[src/rtl/fp_mul_pipe_if.sv]
// Operand/result handshake bundle for the pipelined FP multiplier.
interface fp_mul_pipe_if #(
    parameter int EXP_W = 5,
    parameter int MAN_W = 10
);
    localparam int W = 1 + EXP_W + MAN_W;

    logic         in_valid;
    logic         in_ready;
    logic [W-1:0] in_a;
    logic [W-1:0] in_b;
    logic         rnd_mode;
    logic         out_valid;
    logic         out_ready;
    logic [W-1:0] out_res;
    logic [3:0]   out_flags;

    modport master (
        output in_valid, in_a, in_b, rnd_mode, out_ready,
        input  in_ready, out_valid, out_res, out_flags
    );

    modport slave (
        input  in_valid, in_a, in_b, rnd_mode, out_ready,
        output in_ready, out_valid, out_res, out_flags
    );
endinterface

[src/rtl/fp_mul_pipe.sv]
// Pipelined IEEE-754 multiplier (unpack/specials -> mantissa product -> normalise/round/pack), 3-cycle latency.
// Bubbles compress under stall, so in_ready drops only when all three stages hold data and out_ready is low.
module fp_mul_pipe #(
    parameter int EXP_W = 5,
    parameter int MAN_W = 10
) (
    input logic          clk,
    input logic          rst,
    fp_mul_pipe_if.slave bus
);
    localparam int W     = 1 + EXP_W + MAN_W;
    localparam int PW    = 2 * MAN_W + 2;
    localparam int EW    = EXP_W + 2;
    localparam int NW    = EXP_W + $clog2(PW) + 3;
    localparam int LW    = $clog2(PW + 1);
    localparam int SHMAX = MAN_W + 3;
    localparam int BIAS  = 2 ** (EXP_W - 1) - 1;
    localparam logic [EXP_W-1:0] EMAX = '1;

    logic ld1, ld2, ld3;
    logic v1, v2, v3;

    logic           sg1, rm1, sp1;
    logic [EW-1:0]  e1;
    logic [MAN_W:0] ma1, mb1;
    logic [W-1:0]   spr1;
    logic [3:0]     spf1;

    logic           sg2, rm2, sp2;
    logic [EW-1:0]  e2;
    logic [PW-1:0]  p2;
    logic [W-1:0]   spr2;
    logic [3:0]     spf2;

    logic [W-1:0]   res3;
    logic [3:0]     flg3;

    assign ld3 = !v3 || bus.out_ready;
    assign ld2 = !v2 || ld3;
    assign ld1 = !v1 || ld2;
    assign bus.in_ready  = ld1;
    assign bus.out_valid = v3;
    assign bus.out_res   = res3;
    assign bus.out_flags = flg3;

    logic             sa, sb;
    logic [EXP_W-1:0] ea, eb, ea_eff, eb_eff;
    logic [MAN_W-1:0] fa, fb;
    logic             a_nan, b_nan, a_inf, b_inf, a_zero, b_zero, zero_inf;
    logic             sp_c;
    logic [W-1:0]     spr_c;
    logic [3:0]       spf_c;
    logic [EW-1:0]    esum_c;

    assign {sa, ea, fa} = bus.in_a;
    assign {sb, eb, fb} = bus.in_b;
    assign ea_eff   = (ea == '0) ? EXP_W'(1) : ea;
    assign eb_eff   = (eb == '0) ? EXP_W'(1) : eb;
    assign a_nan    = (ea == EMAX) && (fa != '0);
    assign b_nan    = (eb == EMAX) && (fb != '0);
    assign a_inf    = (ea == EMAX) && (fa == '0);
    assign b_inf    = (eb == EMAX) && (fb == '0);
    assign a_zero   = (ea == '0) && (fa == '0);
    assign b_zero   = (eb == '0) && (fb == '0);
    assign zero_inf = (a_zero && b_inf) || (a_inf && b_zero);
    assign esum_c   = {2'b00, ea_eff} + {2'b00, eb_eff} - EW'(BIAS);

    always_comb begin
        sp_c  = 1'b1;
        spr_c = '0;
        spf_c = '0;
        if (a_nan || b_nan || zero_inf) begin
            spr_c = {1'b0, EMAX, 1'b1, {(MAN_W-1){1'b0}}};
            spf_c = {zero_inf || (a_nan && !fa[MAN_W-1]) || (b_nan && !fb[MAN_W-1]), 3'b000};
        end else if (a_inf || b_inf) begin
            spr_c = {sa ^ sb, EMAX, {MAN_W{1'b0}}};
        end else if (a_zero || b_zero) begin
            spr_c = {sa ^ sb, {(W-1){1'b0}}};
        end else begin
            sp_c = 1'b0;
        end
    end

    logic [LW-1:0]       lzc;
    logic                lz_done;
    logic [PW-1:0]       pn, dn;
    logic [NW-1:0]       en, shr, sh, base, epost;
    logic [2*PW-1:0]     wide;
    logic [MAN_W:0]      kept;
    logic [NW+MAN_W-1:0] sum;
    logic                tiny, g, r, s, inc, inx, ovf;
    logic [W-1:0]        res_c;
    logic [3:0]          flg_c;

    always_comb begin
        lzc     = '0;
        lz_done = 1'b0;
        for (int i = PW - 1; i >= 0; i--) begin
            if (p2[i]) lz_done = 1'b1;
            else if (!lz_done) lzc = lzc + 1'b1;
        end
    end

    // en is the biased exponent once the leading one sits in the top product bit
    assign en   = {{(NW-EW){e2[EW-1]}}, e2} + NW'(1) - NW'(lzc);
    assign pn   = p2 << lzc;
    assign tiny = en[NW-1] || (en == '0);
    assign shr  = NW'(1) - en;
    assign sh   = !tiny ? NW'(0) : ((shr > NW'(SHMAX)) ? NW'(SHMAX) : shr);
    assign wide = {pn, {PW{1'b0}}} >> sh;
    assign dn   = wide[2*PW-1:PW];
    assign kept = dn[PW-1:MAN_W+1];
    assign g    = dn[MAN_W];
    assign r    = dn[MAN_W-1];
    assign s    = (|dn[MAN_W-2:0]) || (|wide[PW-1:0]);
    assign inx  = g || r || s;
    assign inc  = !rm2 && g && (r || s || kept[0]);
    // hidden bit and rounding carry ripple into the exponent field through this add
    assign base  = tiny ? '0 : en - NW'(1);
    assign sum   = {base, {MAN_W{1'b0}}} + (NW+MAN_W)'(kept) + (NW+MAN_W)'(inc);
    assign epost = sum[NW+MAN_W-1:MAN_W];
    assign ovf   = epost >= NW'(EMAX);

    always_comb begin
        res_c = {sg2, sum[EXP_W+MAN_W-1:0]};
        flg_c = {2'b00, tiny && inx, inx};
        if (ovf) begin
            res_c = rm2 ? {sg2, EMAX - EXP_W'(1), {MAN_W{1'b1}}} : {sg2, EMAX, {MAN_W{1'b0}}};
            flg_c = 4'b0101;
        end
        if (sp2) begin
            res_c = spr2;
            flg_c = spf2;
        end
    end

    always_ff @(posedge clk or posedge rst) begin
        if (rst) begin
            v1 <= 1'b0; sg1 <= 1'b0; rm1 <= 1'b0; sp1 <= 1'b0;
            e1 <= '0; ma1 <= '0; mb1 <= '0; spr1 <= '0; spf1 <= '0;
            v2 <= 1'b0; sg2 <= 1'b0; rm2 <= 1'b0; sp2 <= 1'b0;
            e2 <= '0; p2 <= '0; spr2 <= '0; spf2 <= '0;
            v3 <= 1'b0; res3 <= '0; flg3 <= '0;
        end else begin
            if (ld1) begin
                v1   <= bus.in_valid;
                sg1  <= sa ^ sb;
                rm1  <= bus.rnd_mode;
                sp1  <= sp_c;
                e1   <= esum_c;
                ma1  <= {ea != '0, fa};
                mb1  <= {eb != '0, fb};
                spr1 <= spr_c;
                spf1 <= spf_c;
            end
            if (ld2) begin
                v2   <= v1;
                sg2  <= sg1;
                rm2  <= rm1;
                sp2  <= sp1;
                e2   <= e1;
                p2   <= PW'(ma1) * PW'(mb1);
                spr2 <= spr1;
                spf2 <= spf1;
            end
            if (ld3) begin
                v3   <= v2;
                res3 <= res_c;
                flg3 <= flg_c;
            end
        end
    end
endmodule
[src/flat_wrapper.sv]
// flat-port wrapper written by rule: the top's interface ports become plain ports
module fp_mul_pipe_flat 
#(
    parameter int EXP_W = 5,
    parameter int MAN_W = 10
)
  (clk, rst, bus_in_valid, bus_in_a, bus_in_b, bus_rnd_mode, bus_out_ready, bus_in_ready, bus_out_valid, bus_out_res, bus_out_flags);
  fp_mul_pipe_if #(.EXP_W(EXP_W), .MAN_W(MAN_W)) bus_i ();
  input logic clk;
  input logic rst;
  input wire logic [$bits(bus_i.in_valid)-1:0] bus_in_valid;
  input wire logic [$bits(bus_i.in_a)-1:0] bus_in_a;
  input wire logic [$bits(bus_i.in_b)-1:0] bus_in_b;
  input wire logic [$bits(bus_i.rnd_mode)-1:0] bus_rnd_mode;
  input wire logic [$bits(bus_i.out_ready)-1:0] bus_out_ready;
  output wire logic [$bits(bus_i.in_ready)-1:0] bus_in_ready;
  output wire logic [$bits(bus_i.out_valid)-1:0] bus_out_valid;
  output wire logic [$bits(bus_i.out_res)-1:0] bus_out_res;
  output wire logic [$bits(bus_i.out_flags)-1:0] bus_out_flags;
  assign bus_i.in_valid = bus_in_valid;
  assign bus_i.in_a = bus_in_a;
  assign bus_i.in_b = bus_in_b;
  assign bus_i.rnd_mode = bus_rnd_mode;
  assign bus_i.out_ready = bus_out_ready;
  assign bus_in_ready = bus_i.in_ready;
  assign bus_out_valid = bus_i.out_valid;
  assign bus_out_res = bus_i.out_res;
  assign bus_out_flags = bus_i.out_flags;
  fp_mul_pipe #(.EXP_W(EXP_W), .MAN_W(MAN_W)) u_core (.clk(clk), .rst(rst), .bus(bus_i));
endmodule
[config.mk]
export PLATFORM = sky130hd
export DESIGN_NAME = fp_mul_pipe_flat
export DESIGN_NICKNAME = d
export VERILOG_FILES = /design/src/rtl/fp_mul_pipe_if.sv /design/src/rtl/fp_mul_pipe.sv /design/src/flat_wrapper.sv
export SDC_FILE = /design/constraint.sdc
export NUM_CORES = 1
export LEC_CHECK = 0
export BUFFER_PORTS_ARGS = -buffer_cell sky130_fd_sc_hd__buf_2
export CAP_MARGIN = 20
export CELL_PAD_IN_SITES_DETAIL_PLACEMENT = 1
export CELL_PAD_IN_SITES_GLOBAL_PLACEMENT = 2
export CORE_ASPECT_RATIO = 1.1
export CORE_UTILIZATION = 35
export CTS_CLUSTER_SIZE = 14
export DETAILED_ROUTE_END_ITERATION = 16
export PLACE_DENSITY = 0.88
export SKIP_CTS_REPAIR_TIMING = 1
export SYNTH_ARGS = -nofsm -noshare
export SYNTH_HDL_FRONTEND = slang
export SYNTH_SLANG_ARGS = --single-unit
[constraint.sdc]
create_clock -name clk -period 16.5 [get_ports clk]
set_input_delay 1.65 -clock clk [delete_from_list [all_inputs] [get_ports clk]]
set_output_delay 1.65 -clock clk [all_outputs]
set_load 0.005 [all_outputs]
Word level (Yosys, flattened, before mapping)
Index checks and enable logic that the tools add are counted.
{"block": "word_totals", "reg_bits": 127, "in_bits": 37, "out_inout_bits": 22}
{"block": "op_classes", "eq_ne": 2, "n_mul": 1, "n_mux": 81, "reduce_logical": 46, "n_bitwise": 1, "n_addsub": 29, "order_cmp": 2, "shifts": 2}
{"cell": "5-bit two-way mux", "n": 44}
{"cell": "5-bit by 1-bit adder with 5-bit output (second input constant)", "n": 20}
{"cell": "16-bit two-way mux", "n": 4}
{"cell": "44-bit by 13-bit >> shifter with 44-bit output", "n": 1}
{"cell": "13-bit two-way mux", "n": 3}
{"cell": "1-bit two-way mux", "n": 25}
{"cell": "23-bit by 1-bit adder with 23-bit output", "n": 1}
{"cell": "23-bit by 11-bit adder with 23-bit output", "n": 1}
{"cell": "11-bit by 11-bit multiplier with 22-bit output", "n": 1}
{"cell": "22-bit OR reduction", "n": 1}
{"cell": "22-bit by 5-bit << shifter with 22-bit output", "n": 1}
{"cell": "10-bit logical NOT", "n": 2}
{"cell": "10-bit nonzero test", "n": 2}
{"cell": "1-bit logical OR", "n": 16}
{"cell": "15-bit two-way mux", "n": 1}
{"cell": "13-bit by 5-bit greater-or-equal comparator with 1-bit output (second input constant)", "n": 1}
{"cell": "13-bit by 4-bit > comparator with 1-bit output (second input constant)", "n": 1}
{"cell": "1-bit logical AND", "n": 13}
{"cell": "13-bit logical NOT", "n": 1}
{"cell": "1-bit by 13-bit subtractor with 13-bit output (first input constant)", "n": 1}
{"cell": "13-bit by 1-bit subtractor with 13-bit output (second input constant)", "n": 1}
{"cell": "13-bit by 5-bit subtractor with 13-bit output", "n": 1}
{"cell": "11-bit two-way mux", "n": 1}
{"cell": "5-bit equality test (second input constant)", "n": 2}
{"cell": "11 further kinds", "n": 19}

Depth between registers and ports, before layout
{"block": "logic_depth", "depth_word": 79, "mapped_depth": 91, "ltp_nobuf": 87}

Worst setup path after synthesis
Ideal clock, no wire load.
{"block": "synth_timing", "path_type": "reg2reg", "from": "register u_core.p2[20]", "to": "register u_core.flg3[0], in the netlist u_core.bus.out_flags[0]", "arrival_ns": 16.352, "setup_time_ns": 0.126, "path_stages_with_launch": 88, "slack_ns": 0.022, "t_required_ns": 16.374, "cell_sequence": "dfrtp_1 > nor2b_1 > ha_1 > mux2i_2 > inv_2 > ha_1 > nand2b_1 > a21boi_0 > and2_1 > o21bai_1 > ha_1 > o221ai_1 > o21ai_0 > inv_1 > ha_1 > mux2i_1 > a221oi_1 > nand2_1 > (+52 left out) > and2_1 > or3b_2 > a31oi_1 > a31oi_1 > or2_1 > o32a_1 > nor3_1 > nor2_1 > nor2_1 > ha_1 > inv_1 > nor3_2 > a41oi_1 > o311ai_0 > o211ai_1 > or2_1 > buf_6 > a221o_1"}
{"block": "synth_between", "elab_chain_len": 76, "word_cells_on_any_way": 106, "classes_between": "add/sub (25); order compare (2); shift (2); mux (66); reduce/logical (11)"}
{"element": "start, declared", "line": "fp_mul_pipe.sv:31", "source": "logic [PW-1:0] p2;"}
{"element": "start signal, assigned", "line": "fp_mul_pipe.sv:162", "source": "p2 <= PW'(ma1) * PW'(mb1);"}
{"element": "branches (longest 74 deep; another with 5-bit by 1-bit adder with 5-bit output)"}
{"element": "3-bit two-way mux *", "line": "fp_mul_pipe.sv:127", "source": "if (ovf) begin"}
{"element": "4-bit two-way mux *", "line": "fp_mul_pipe.sv:131", "source": "if (sp2) begin"}
{"element": "end signal, assigned", "line": "fp_mul_pipe.sv:169", "source": "flg3 <= flg_c;"}
{"element": "end, declared", "line": "fp_mul_pipe.sv:36", "source": "logic [3:0] flg3;"}
Mark *: on every way between the ends.
A chain may end at the register's enable or synchronous reset.

Worst setup path in the final report
{"block": "layout_timing", "from": "register u_core.p2[21]", "to": "register u_core.res3[4], in the netlist u_core.bus.out_res[4]"}
{"block": "layout_between", "elab_chain_len": 79, "word_cells_on_any_way": 108, "classes_between": "add/sub (26); order compare (2); shift (2); mux (69); reduce/logical (9)"}
{"element": "branches (longest 75 deep; another with 5-bit by 1-bit adder with 5-bit output)"}
{"element": "23-bit by 1-bit adder with 23-bit output *", "line": "fp_mul_pipe.sv:120", "source": "assign sum = {base, {MAN_W{1'b0}}} + (NW+MAN_W)'(kept) + (NW+MAN_W)'(inc);"}
{"element": "13-bit by 5-bit greater-or-equal comparator with 1-bit output", "line": "fp_mul_pipe.sv:122", "source": "assign ovf = epost >= NW'(EMAX);"}
{"element": "15-bit two-way mux *", "line": "fp_mul_pipe.sv:127"}
{"element": "16-bit two-way mux *", "line": "fp_mul_pipe.sv:131"}
{"element": "end signal, assigned", "line": "fp_mul_pipe.sv:168", "source": "res3 <= res_c;"}
{"element": "end, declared", "line": "fp_mul_pipe.sv:35", "source": "logic [W-1:0] res3;"}
Marks and branches as above.

==> flow_summary.json <==
{
  "status": "finished, final reports clean",
  "antenna_found_initial": 0,
  "syn_to_final_growth_pct": 13.7,
  "synth_edf_count": 0,
  "drive_gt1_share_pct": 16.0,
  "track_usage_pct": 21.4,
  "finalSetupTns_ps": 0,
  "worstSetupEndpointType": "register",
  "dieArea_um2": 42600,
  "port_buffers": 58,
  "hold_viol": 0,
  "synth-main-ff-cell": "dfrtp_1",
  "clkLatencyLatePin_ps": 360,
  "rsz0062_at_grt": "true",
  "yosys-top-cells-count": "345 x nand2_1, 155 x nor2_1, 153 x inv_1",
  "post-route-period-util_pct": 96.8,
  "whs_ps": 470,
  "antennaDiodeCount": 0,
  "initial_core_util_pct": 35.5,
  "gp_congestion": 0.895,
  "final_antenna_net_count": 0,
  "drcViolationCount": 0,
  "drt_pass1_iterations": 5,
  "clkSinkCount": 95,
  "die_w_um": 197,
  "grt_pass1_wl_mm": 74.9,
  "place_area_um2": 15500,
  "viasPerCell": 5.54,
  "critical_path_arrival_ps": 16250,
  "synth_warnings": 0,
  "wl_per_cell_um": 18.4,
  "drt_iter0_markers": 739,
  "finalMaxSlewViolations": 0,
  "ys_seq_elements": 95,
  "clock_skew_ps": 11.1,
  "required_ps": 16780,
  "postSynth.asyncResetShare_pct": 100,
  "syn-num-nets": 2131,
  "nets": 2162,
  "synth_cells": 1915,
  "syn_avg_cell_area_um2": 7.64,
  "cts_tree": "built",
  "fin_area_um2": 16600,
  "cp_slowest_stage_delay_ps": 450,
  "critPathLaunchType": "register",
  "grt_pass1_vias": 14700,
  "reg2regPathDepth": 86,
  "coreArea_um2": 41300,
  "row_count": 78,
  "grt_start_max_net_pins": 78,
  "min_path_cells": 2,
  "critPathMaxFanout": 6,
  "yosysTopAreaCell": "dfrtp_1",
  "num_vias": 13900,
  "clk_path_buf_depth": 2,
  "fp.dieH_um": 216,
  "yosysSeqAreaShare_pct": 16.2,
  "synth_area_leaders": "dfrtp_1 16%, fa_1 11%, nand2_1 8.8%",
  "regToRegSetupSlack_ps": 530,
  "htreeDepth": 3,
  "cts-buffers-inserted": 9,
  "finalSetupViolations": 0,
  "cts-root-buf": "clkbuf_16",
  "yosysTopAreaCellShare_pct": 16.2,
  "max_slew_margin_pct": 33.6,
  "clkTransAtPathRegs_ps": 70,
  "hpwl_mm": 35.7,
  "ios": 59,
  "holdCritPathClass": "register to register",
  "period_needed_ps": 15970,
  "routed_wl_mm": 46.2,
  "cap_violations": 0,
  "yosysUniqueCellTypes": 108,
  "synth_most_common_cell": "nand2_1",
  "grt_overflow": 0,
  "tightestPinTransition_ps": 996,
  "post-route-util_pct": 40.3,
  "cpMaxStageDelayCell": "dfrtp_2",
  "max_freq_mhz": 62.6,
  "critPathKind": "register to register",
  "synth_area_um2": 14600
}
[critical path, delay by kind of cell (launching register included)]
kind	cells	cell delay, ps
AO/OA/AOI/OAI	30	4770
AND/OR/NAND/NOR	24	3950
adder cells (fa/ha/maj)	12	3320
multiplexers	8	1790
XOR/XNOR	5	840
buffers and inverters	7	810
flip-flops	1	450
[layout make-up]
| class | instances | area (um^2) |
|---|---|---|
| well taps | 560 | 701 |
| flip-flops and latches | 95 | 2380 |
| multi-input cells | 1550 | 11800 |
| repair buffers | 134 | 892 |
| fillers | 5060 | 24600 |
| clock inverters | 6 | 92.6 |
| clock buffers | 10 | 229 |
| inverters | 156 | 588 |
[cell usage in the layout, fill, tap and decap left out, drive strengths merged, types with 50 or more instances in the layout]
| cell | netlist | final |
|---|---|---|
| a21oi | 95 | 95 |
| and2 | 80 | 80 |
| buf | 27 | 134 |
| dfrtp | 95 | 95 |
| fa | 82 | 82 |
| ha | 97 | 97 |
| inv | 155 | 156 |
| mux2i | 50 | 50 |
| nand2 | 345 | 345 |
| nand3 | 52 | 52 |
| nor2 | 157 | 157 |
| o21ai | 79 | 79 |
| xnor2 | 61 | 61 |
[worst paths after layout]
check,endpoint,from
setup reg to reg,u_core.bus.out_res[4]$_DFFE_PP0P_,u_core.p2[21]$_DFFE_PP0P_
setup / recovery,u_core.bus.out_res[4]$_DFFE_PP0P_,u_core.p2[21]$_DFFE_PP0P_
max in group asynchronous,u_core.p2[21]$_DFFE_PP0P_,rst
hold / removal,u_core.spr2[15]$_DFFE_PP0P_,u_core.spr2[15]$_DFFE_PP0P_
hold reg to reg,u_core.spr2[15]$_DFFE_PP0P_,u_core.spr2[15]$_DFFE_PP0P_
min in group asynchronous,u_core.bus.out_res[3]$_DFFE_PP0P_,rst
[routing by layer]
layer | track usage [%] | share of wire [%] | vias to the layer above
met5 | 0 | 0 | -
met2 | 37.9 | 50 | 241
met1 | 28.0 | 45 | 6978
li1 | - | - | 6637
met3 | 1.82 | 2.9 | 50
met4 | 5.04 | 1.5 | 0
[logic make-up (layout without fill, tap and decap cells)]
group | Yosys count | count (layout) | synth area share, %
buf+inv | 271 | 306 | 7.33
xor+xnor | 94 | 94 | 6.65
mux | 74 | 74 | 5.53
compound gates | 377 | 378 | 17.9
fa+ha+maj | 180 | 180 | 19.6
simple gates | 824 | 824 | 26.8
flops | 95 | 95 | 16.2
[stage by stage]
stage	instances	setup WS, ps
finish	2511	527
global route	2511	-520
CTS	2481	-926
detailed placement	2465	-876
global placement	2464	39.1
floorplan	1915	21.7
[registers in the layout, summed over array words and instances (netlist names), 3 cells and up]
| register | flops |
|---|---|
| u_core.bus.out_flags | 4 |
| u_core.bus.out_res | 16 |
| u_core.e1 | 7 |
| u_core.e2 | 7 |
| u_core.ma1 | 11 |
| u_core.mb1 | 11 |
| u_core.p2 | 22 |
| u_core.spr1 | 3 |
| u_core.spr2 | 3 |
Power is not shown: default switching activity piles up to over one toggle a cycle in this logic, so the estimate is an artifact.
